`config.mk`:
```
export PLATFORM = sky130hd
export DESIGN_NAME = memory_arbiter
export DESIGN_NICKNAME = d
export VERILOG_FILES = /design/src/rtl/memory_arbiter.sv
export SDC_FILE = /design/constraint.sdc
export NUM_CORES = 1
export LEC_CHECK = 0
export CAP_MARGIN = 20
export CORE_MARGIN = 5
export CORE_UTILIZATION = 40
export CTS_CLUSTER_DIAMETER = 120
export DETAILED_ROUTE_END_ITERATION = 8
export GPL_TIMING_DRIVEN = 1
export PLACE_DENSITY = 0.83
export REMOVE_ABC_BUFFERS = 1
export SETUP_SLACK_MARGIN = 0.3
export SLEW_MARGIN = 20
export SYNTH_ARGS = -nofsm -noshare
export SYNTH_HDL_FRONTEND = slang
export SYNTH_SLANG_ARGS = --single-unit
```
`constraint.sdc`:
```
create_clock -name clk -period 2 [get_ports clk]
set_input_delay 0.4 -clock clk [delete_from_list [all_inputs] [get_ports clk]]
set_output_delay 0.4 -clock clk [all_outputs]
set_load 0.01 [all_outputs]
```
`src/rtl/memory_arbiter.sv`:
```
// Two-requester arbiter sharing one memory port between instruction fetch and data access.
// Data has priority; a starve counter forces a fetch grant after STARVE_LIMIT consecutive data wins.
module memory_arbiter #(
  parameter int STARVE_LIMIT = 4
) (
  input  logic        clk,
  input  logic        rst,
  input  logic        if_req,
  input  logic [31:0] if_addr,
  output logic [31:0] if_rdata,
  output logic        if_valid,
  input  logic        dm_req,
  input  logic        dm_we,
  input  logic [31:0] dm_addr,
  input  logic [31:0] dm_wdata,
  input  logic [3:0]  dm_wmask,
  output logic [31:0] dm_rdata,
  output logic        dm_valid,
  output logic        mem_req,
  output logic        mem_we,
  output logic [31:0] mem_addr,
  output logic [31:0] mem_wdata,
  output logic [3:0]  mem_wmask,
  input  logic        mem_ack,
  input  logic [31:0] mem_rdata,
  output logic        stall_if,
  output logic        stall_mem
);

  localparam int CNT_W = (STARVE_LIMIT < 1) ? 1 : $clog2(STARVE_LIMIT + 1);
  localparam logic [CNT_W-1:0] LIMIT = CNT_W'(STARVE_LIMIT);

  typedef enum logic [1:0] {IDLE, BUSY_D, BUSY_I} state_t;

  state_t           state, state_nxt;
  logic [CNT_W-1:0] starve_cnt, starve_nxt;
  logic             if_elig, dm_elig, at_limit, fetch_win, data_win;

  // A requester whose completion pulse is high this cycle is still finishing its transaction.
  assign if_elig   = if_req & ~if_valid;
  assign dm_elig   = dm_req & ~dm_valid;
  assign at_limit  = (starve_cnt == LIMIT);
  assign fetch_win = (state == IDLE) & if_elig & (~dm_elig | at_limit);
  assign data_win  = (state == IDLE) & dm_elig & ~fetch_win;

  assign mem_req   = (state != IDLE);
  assign stall_if  = if_req & ~if_valid;
  assign stall_mem = dm_req & ~dm_valid;

  always_comb begin
    state_nxt  = state;
    starve_nxt = starve_cnt;
    case (state)
      IDLE: begin
        if (fetch_win) begin
          state_nxt  = BUSY_I;
          starve_nxt = '0;
        end else if (data_win) begin
          state_nxt = BUSY_D;
          if (if_elig && !at_limit)
            starve_nxt = starve_cnt + 1'b1;
          else if (!if_req)
            starve_nxt = '0;
        end else if (!if_req) begin
          starve_nxt = '0;
        end
      end
      BUSY_D, BUSY_I: begin
        if (mem_ack)
          state_nxt = IDLE;
      end
      default: state_nxt = IDLE;
    endcase
  end

  always_ff @(posedge clk) begin
    if (rst) begin
      state      <= IDLE;
      starve_cnt <= '0;
      mem_we     <= 1'b0;
      mem_addr   <= '0;
      mem_wdata  <= '0;
      mem_wmask  <= '0;
      if_valid   <= 1'b0;
      dm_valid   <= 1'b0;
      if_rdata   <= '0;
      dm_rdata   <= '0;
    end else begin
      state      <= state_nxt;
      starve_cnt <= starve_nxt;
      if_valid   <= (state == BUSY_I) & mem_ack;
      dm_valid   <= (state == BUSY_D) & mem_ack;
      if (state == BUSY_I && mem_ack)
        if_rdata <= mem_rdata;
      if (state == BUSY_D && mem_ack)
        dm_rdata <= mem_rdata;
      // Transaction fields are only loaded on a grant, so they hold for the whole busy window.
      if (fetch_win) begin
        mem_we    <= 1'b0;
        mem_addr  <= if_addr;
        mem_wdata <= '0;
        mem_wmask <= 4'h0;
      end else if (data_win) begin
        mem_we    <= dm_we;
        mem_addr  <= dm_addr;
        mem_wdata <= dm_wdata;
        mem_wmask <= dm_wmask;
      end
    end
  end

endmodule

```
## Word level (Yosys, flattened, before mapping)

Index checks and enable logic that the tools add are counted.

- Add/subtract/negate cells: 1
- Equality and inequality tests: 5
- Muxes and demuxes: 10
- Bitwise gates (word level): 13
- Reductions and logical operators: 10

Operators with widths:

| cell | number |
|---|---|
| 32-bit two-way mux | 2 |
| 3-bit two-way mux | 4 |
| 1-bit bitwise AND | 8 |
| 2-bit two-way mux | 3 |
| 1-bit inverter | 4 |
| 2-bit one-hot mux with 2 select lines | 1 |
| 2-bit nonzero test | 2 |
| 2-bit OR reduction | 2 |
| 3-bit by 1-bit adder with 3-bit output (second input constant) | 1 |
| 3-bit == test (second input constant) | 1 |
| 1-bit logical AND | 3 |
| 3-bit != test (second input constant) | 1 |
| 2-bit by 1-bit == test with 1-bit output (second input constant) | 1 |
| 2-bit == test (second input constant) | 1 |
| 2-bit zero test | 1 |
| 2-bit != test (second input constant) | 1 |
| 2-bit AND reduction | 1 |
| 1-bit zero test | 1 |
| 1-bit OR | 1 |

- Register bits: 140
- Input bits: 138
- Output and inout port bits: 138
- Word-level logic and storage cells: 49

## Logic depth before layout (Yosys ltp)

- Depth in word-level cells: 10
- Depth in mapped cells: 9
- Depth with buffers taken out: 6

## Least setup slack after synthesis

Ideal clock, no wire load.

- Path kind: flip-flop to flip-flop
- Start: reg state[1]
- End: reg mem_wdata[10]
- Library setup time: 0.116 ns
- Data arrival time: 1.446 ns
- Setup slack: 0.438 ns
- Stages on the path, launching flop included: 10
- Clock period less this slack: 1.562 ns
- Cells stage by stage: dfxtp_1 inv_1 ha_1 nand3b_2 a21o_1 buf_4 nand2b_1 buf_4 buf_6 a21oi_1

- Longest elaborated chain between the ends: 5
- Elaborated cells between the ends (all ways): 7
- Those cells by class: bitwise (5); reduce/logical (2)

Ends and longest elaborated chain:

| what | RTL line | source |
|---|---|---|
| start: declaration | 35 | `state_t state, state_nxt;` |
| start signal: assignment | 89 | `state <= state_nxt;` |
| 2-bit zero test (*) | 43, 44 |  |
| 1-bit bitwise AND (2 in series) | 43 | `assign fetch_win = (state == IDLE) & if_elig & (~dm_elig \| at_limit);` |
| 1-bit inverter | 44 | `assign data_win = (state == IDLE) & dm_elig & ~fetch_win;` |
| 1-bit bitwise AND | 44 |  |
| end signal: assignment | 106 | `mem_wdata <= dm_wdata;` |
| end: declaration | 22 | `output logic [31:0] mem_wdata,` |

Mark *: on every way between the ends. The rest lies on a longest branch, timed or not.
A chain may end at the register's enable or synchronous reset.

## Worst setup path after layout

- Start: in if_req
- End: out stall_if

- Longest elaborated chain between the ends: 1

Ends and longest elaborated chain:

| what | RTL line | source |
|---|---|---|
| start: declaration | 8 | `input logic if_req,` |
| 1-bit bitwise AND | 47 | `assign stall_if = if_req & ~if_valid;` |
| end: declaration | 26 | `output logic stall_if,` |

Every way passes these cells.

==> results.txt <==
- In the routed layout, each cell is associated on average with a via count of 4.86.
* Actual transition at the worst max-transition pin: 464 ps
- Post-DP HPWL: 12200 um
* Clock Latency Late Sink: 410 ps
* Skew final: 9.60 ps
* Overall die height: 126 um
- Port buffering added 275 buffers.
* Terminus of the critical flop-to-flop path: mem_addr[18]$_SDFFE_PP0P_
- Worst Hold Launch: mem_wdata[22]$_SDFFE_PP0N_
- By area the synthesized netlist is led by sky130_fd_sc_hd__dfxtp_1, sky130_fd_sc_hd__nand2_1, sky130_fd_sc_hd__a21oi_1, sky130_fd_sc_hd__a311oi_1, sky130_fd_sc_hd__a311oi_2.
- Detailed-route wire length: 17600 um
* Row Count: 42
- Final worst setup slack: 317 ps
* Reg2Reg Launch Point: state[1]$_SDFFE_PP0P_
* Setup slack at placement: -21.7 ps
* Final nets: 1087
- Final Critical Period: 1680 ps
- RSZ-0062 raised after global routing: yes
- Area enclosed by the die boundary: 15900 um2
- Remaining number of nets flagged by the antenna check after routing: 0
- Post-synth ARST share: 0
- In the final routed layout, each cell accounts on average for 15.6 um.
* Sort of element at the start of the critical path: primary input
* CP endpoint kind: output port
* Number of CTS-inserted buffers: 17
- The tree is rooted in a sky130_fd_sc_hd__clkbuf_16.
- Req. time, crit path: 1600 ps
* CTS tree: done
* Total core area: 13200 um2
* Final Max Tran Viols: 0
- Fin crit share: 0.842
- For this configuration, the core starts out at a cell density of 0.407.
- Synthesis instantiated 31 different standard cells from the library.
- Layout cell share with drive strength beyond 1: 0.0836
- Worst hold path cell count: 2
* Residual overflow from global routing: 0
* Sequential cell area fraction in the yosys report: 0.520
- Primary flip-flop cell chosen by synthesis mapping: sky130_fd_sc_hd__dfxtp_1
- Based on the critical path, the design can be clocked at up to 0.594 GHz.
* Total number of yosys warnings: 0
- Number of antenna violations at the first check in global routing: 0
- Worst hold path endpoint: mem_wdata[22]$_SDFFE_PP0N_
- The synthesized design contains 0 enable-type register cells.
* Power per cell area: 864 nW/um2
- Main combinational cell family by area after synthesis: simple AND/OR/NAND/NOR gates
* Placer congestion estimate: 0.831
- Worst supply voltage drop on vdd: 0.518 mV
- Setup violations, final: 0
- Worst-case register-to-register setup slack: 360 ps
- Share of synthesized cell area in and, or, nand and nor gates: 0.236
* WS Path Type: primary input to output port
* Clock transition at the register clock pins on the worst setup and hold paths after CTS: 50 ps
- In this run the static leakage power is 4.06 nW.
- Overall fraction of global-route tracks in use: 0.207
* Post-synthesis to final-layout area growth: 66.2%
- Area share of the leading cell type in the synthesized netlist: 0.520
- Post-synthesis adder-cell area fraction: 0.0116
- The final-report hold violation count came to 0.
- Measured along the x axis, the die boundary spans 126 um.
- The repair_antennas step left the layout with diodes totalling 0.
- The first global-routing pass estimated 26200 um of wire.
* Mux contribution to synthesized area: 0.00209
* Final Util: 0.677
- Number of buffers on the longest clock path: 2
* Number of max-capacitance violations reported: 0
- Data arrival time of the worst path: 1280 ps
* Pin count of the biggest net entering global routing: 61
- Syn Area/Cell: 8.02 um2
* Fillers: 1116
- DRC violation count after routing: 0
* Violation count after the first detailed-routing iteration: 187
- Biggest fanout along the worst timing path: 2
- Status: complete, no violations
- Number of register bits inferred by synthesis: 140
- In the synthesized netlist, the number of instances is 672.
- For this design the top-level I/O count stands at 276.
- The synthesized netlist occupies a cell area of 5390 um2.
- R2R cell count: 9
- Summing over every cut layer, the via total after detailed routing is 5504.
* Worst hold path class: flop to flop
- The via count of the first global-routing pass was 5231.
- Yosys top cell by area: sky130_fd_sc_hd__dfxtp_1
* Synthesized-area fraction occupied by xor and xnor cells: 0
* Worst slew slack as a fraction of its limit: 0.691
- Maximum level of the CTS H-tree: 4
- Initial DRT Pass Iterations: 4
- CTS sink count: 140
- Complex-gate fraction of the synthesized area: 0.175
power by group:
| group | internal (mW) | switching (mW) | leakage (nW) |
|---|---|---|---|
| clock network | 2.09 | 1.13 | 0.287 |
| registers | 2.98 | 0.0883 | 1.14 |
| logic | 0.743 | 0.718 | 2.63 |
synth_stat cells, types with 2 or more instances:
master	number
sky130_fd_sc_hd__and2_1	2
sky130_fd_sc_hd__buf_6	6
sky130_fd_sc_hd__a311oi_1	21
sky130_fd_sc_hd__buf_2	6
sky130_fd_sc_hd__nor2_1	35
sky130_fd_sc_hd__nand2b_1	3
sky130_fd_sc_hd__or3_1	2
sky130_fd_sc_hd__ha_1	5
sky130_fd_sc_hd__a21oi_1	105
sky130_fd_sc_hd__a21oi_4	2
sky130_fd_sc_hd__buf_1	2
sky130_fd_sc_hd__dfxtp_1	140
sky130_fd_sc_hd__buf_4	9
sky130_fd_sc_hd__inv_1	6
sky130_fd_sc_hd__a311oi_2	11
sky130_fd_sc_hd__clkbuf_1	26
sky130_fd_sc_hd__nor2b_1	2
sky130_fd_sc_hd__nand2_1	276
placed cells by master (no fill, tap or decap), types with 14 or more instances in the layout:
master and instances:
sky130_fd_sc_hd__a21oi_1 105, sky130_fd_sc_hd__a311oi_1 21, sky130_fd_sc_hd__buf_4 16, sky130_fd_sc_hd__clkbuf_16 20
sky130_fd_sc_hd__clkdlybuf4s50_1 139, sky130_fd_sc_hd__dfxtp_1 139, sky130_fd_sc_hd__dlygate4sd2_1 118, sky130_fd_sc_hd__dlymetal6s2s_1 14
sky130_fd_sc_hd__nand2_1 276, sky130_fd_sc_hd__nor2_1 35
critical path, cell delays in order:
cell and delay [ps]:
sky130_fd_sc_hd__clkdlybuf4s50_1 490, sky130_fd_sc_hd__nand2b_1 100, sky130_fd_sc_hd__inv_2 70, sky130_fd_sc_hd__clkdlybuf4s15_2 220
stage by stage:
step	area (um2)	TNS (ps)	std cells	hold slack [ps]	total power, mW
6_report	8960	0	1133	448	7.75
2_1_floorplan	5120	-15500	623	443	3.70
3_3_place_gp	8360	0	1095	441	4.62
3_5_place_dp	8360	-33.7	1095	445	4.64
4_1_cts	8820	0	1127	451	7.75
5_1_grt	8960	0	1133	462	8.06
state kept, by name, summed over array words and instances, names as in the netlist:
register,count
starve_cnt,3
dm_rdata,32
dm_valid,1
mem_wdata,32
if_valid,1
state,2
mem_we,1
if_rdata,32
mem_addr,32
mem_wmask,4
how the worst max path moves through the flow:
stage / from / to
detailed placement: dm_req / mem_addr[27]$_SDFFE_PP0P_
global route: state[0]$_SDFFE_PP0P_ / mem_req
global placement: dm_req / stall_mem
floorplan: state[0]$_SDFFE_PP0P_ / mem_wdata[0]$_SDFFE_PP0N_
finish: if_req / stall_if
CTS: state[0]$_SDFFE_PP0P_ / mem_req
kinds of logic after synthesis:
| group | count (synthesis) |
|---|---|
| compound gates | 144 |
| fa+ha+maj | 5 |
| buf+inv | 57 |
| flops | 140 |
| mux | 1 |
| simple gates | 325 |
timing repair:
action	4_1_cts	5_1_grt
buffers inserted	0	3
endpoints found under the setup margin	149	49
pin swaps	0	3
gates resized for setup	129	20
cloned	0	3
hold buffers	0	0
final cells by class:
type / count / area [um2] / area share
well taps: 176 / 220 / 0.0246
multi-input cells: 475 / 2310 / 0.257
clock buffers: 25 / 455 / 0.0508
inverters: 8 / 32.5 / 0.00363
flip-flops and latches: 140 / 2800 / 0.313
clock inverters: 7 / 139 / 0.0155
repair buffers: 302 / 3000 / 0.335
metal layers:
metal	global-route usage	up-vias	wire, um
met2	0.370	196	9010
met1	0.217	2525	6660
li1	-	2748	-
met3	0.0775	35	1490
met4	0.0909	0	472
met5	0	-	0
Note: power is estimated with default switching activity, not from simulation.
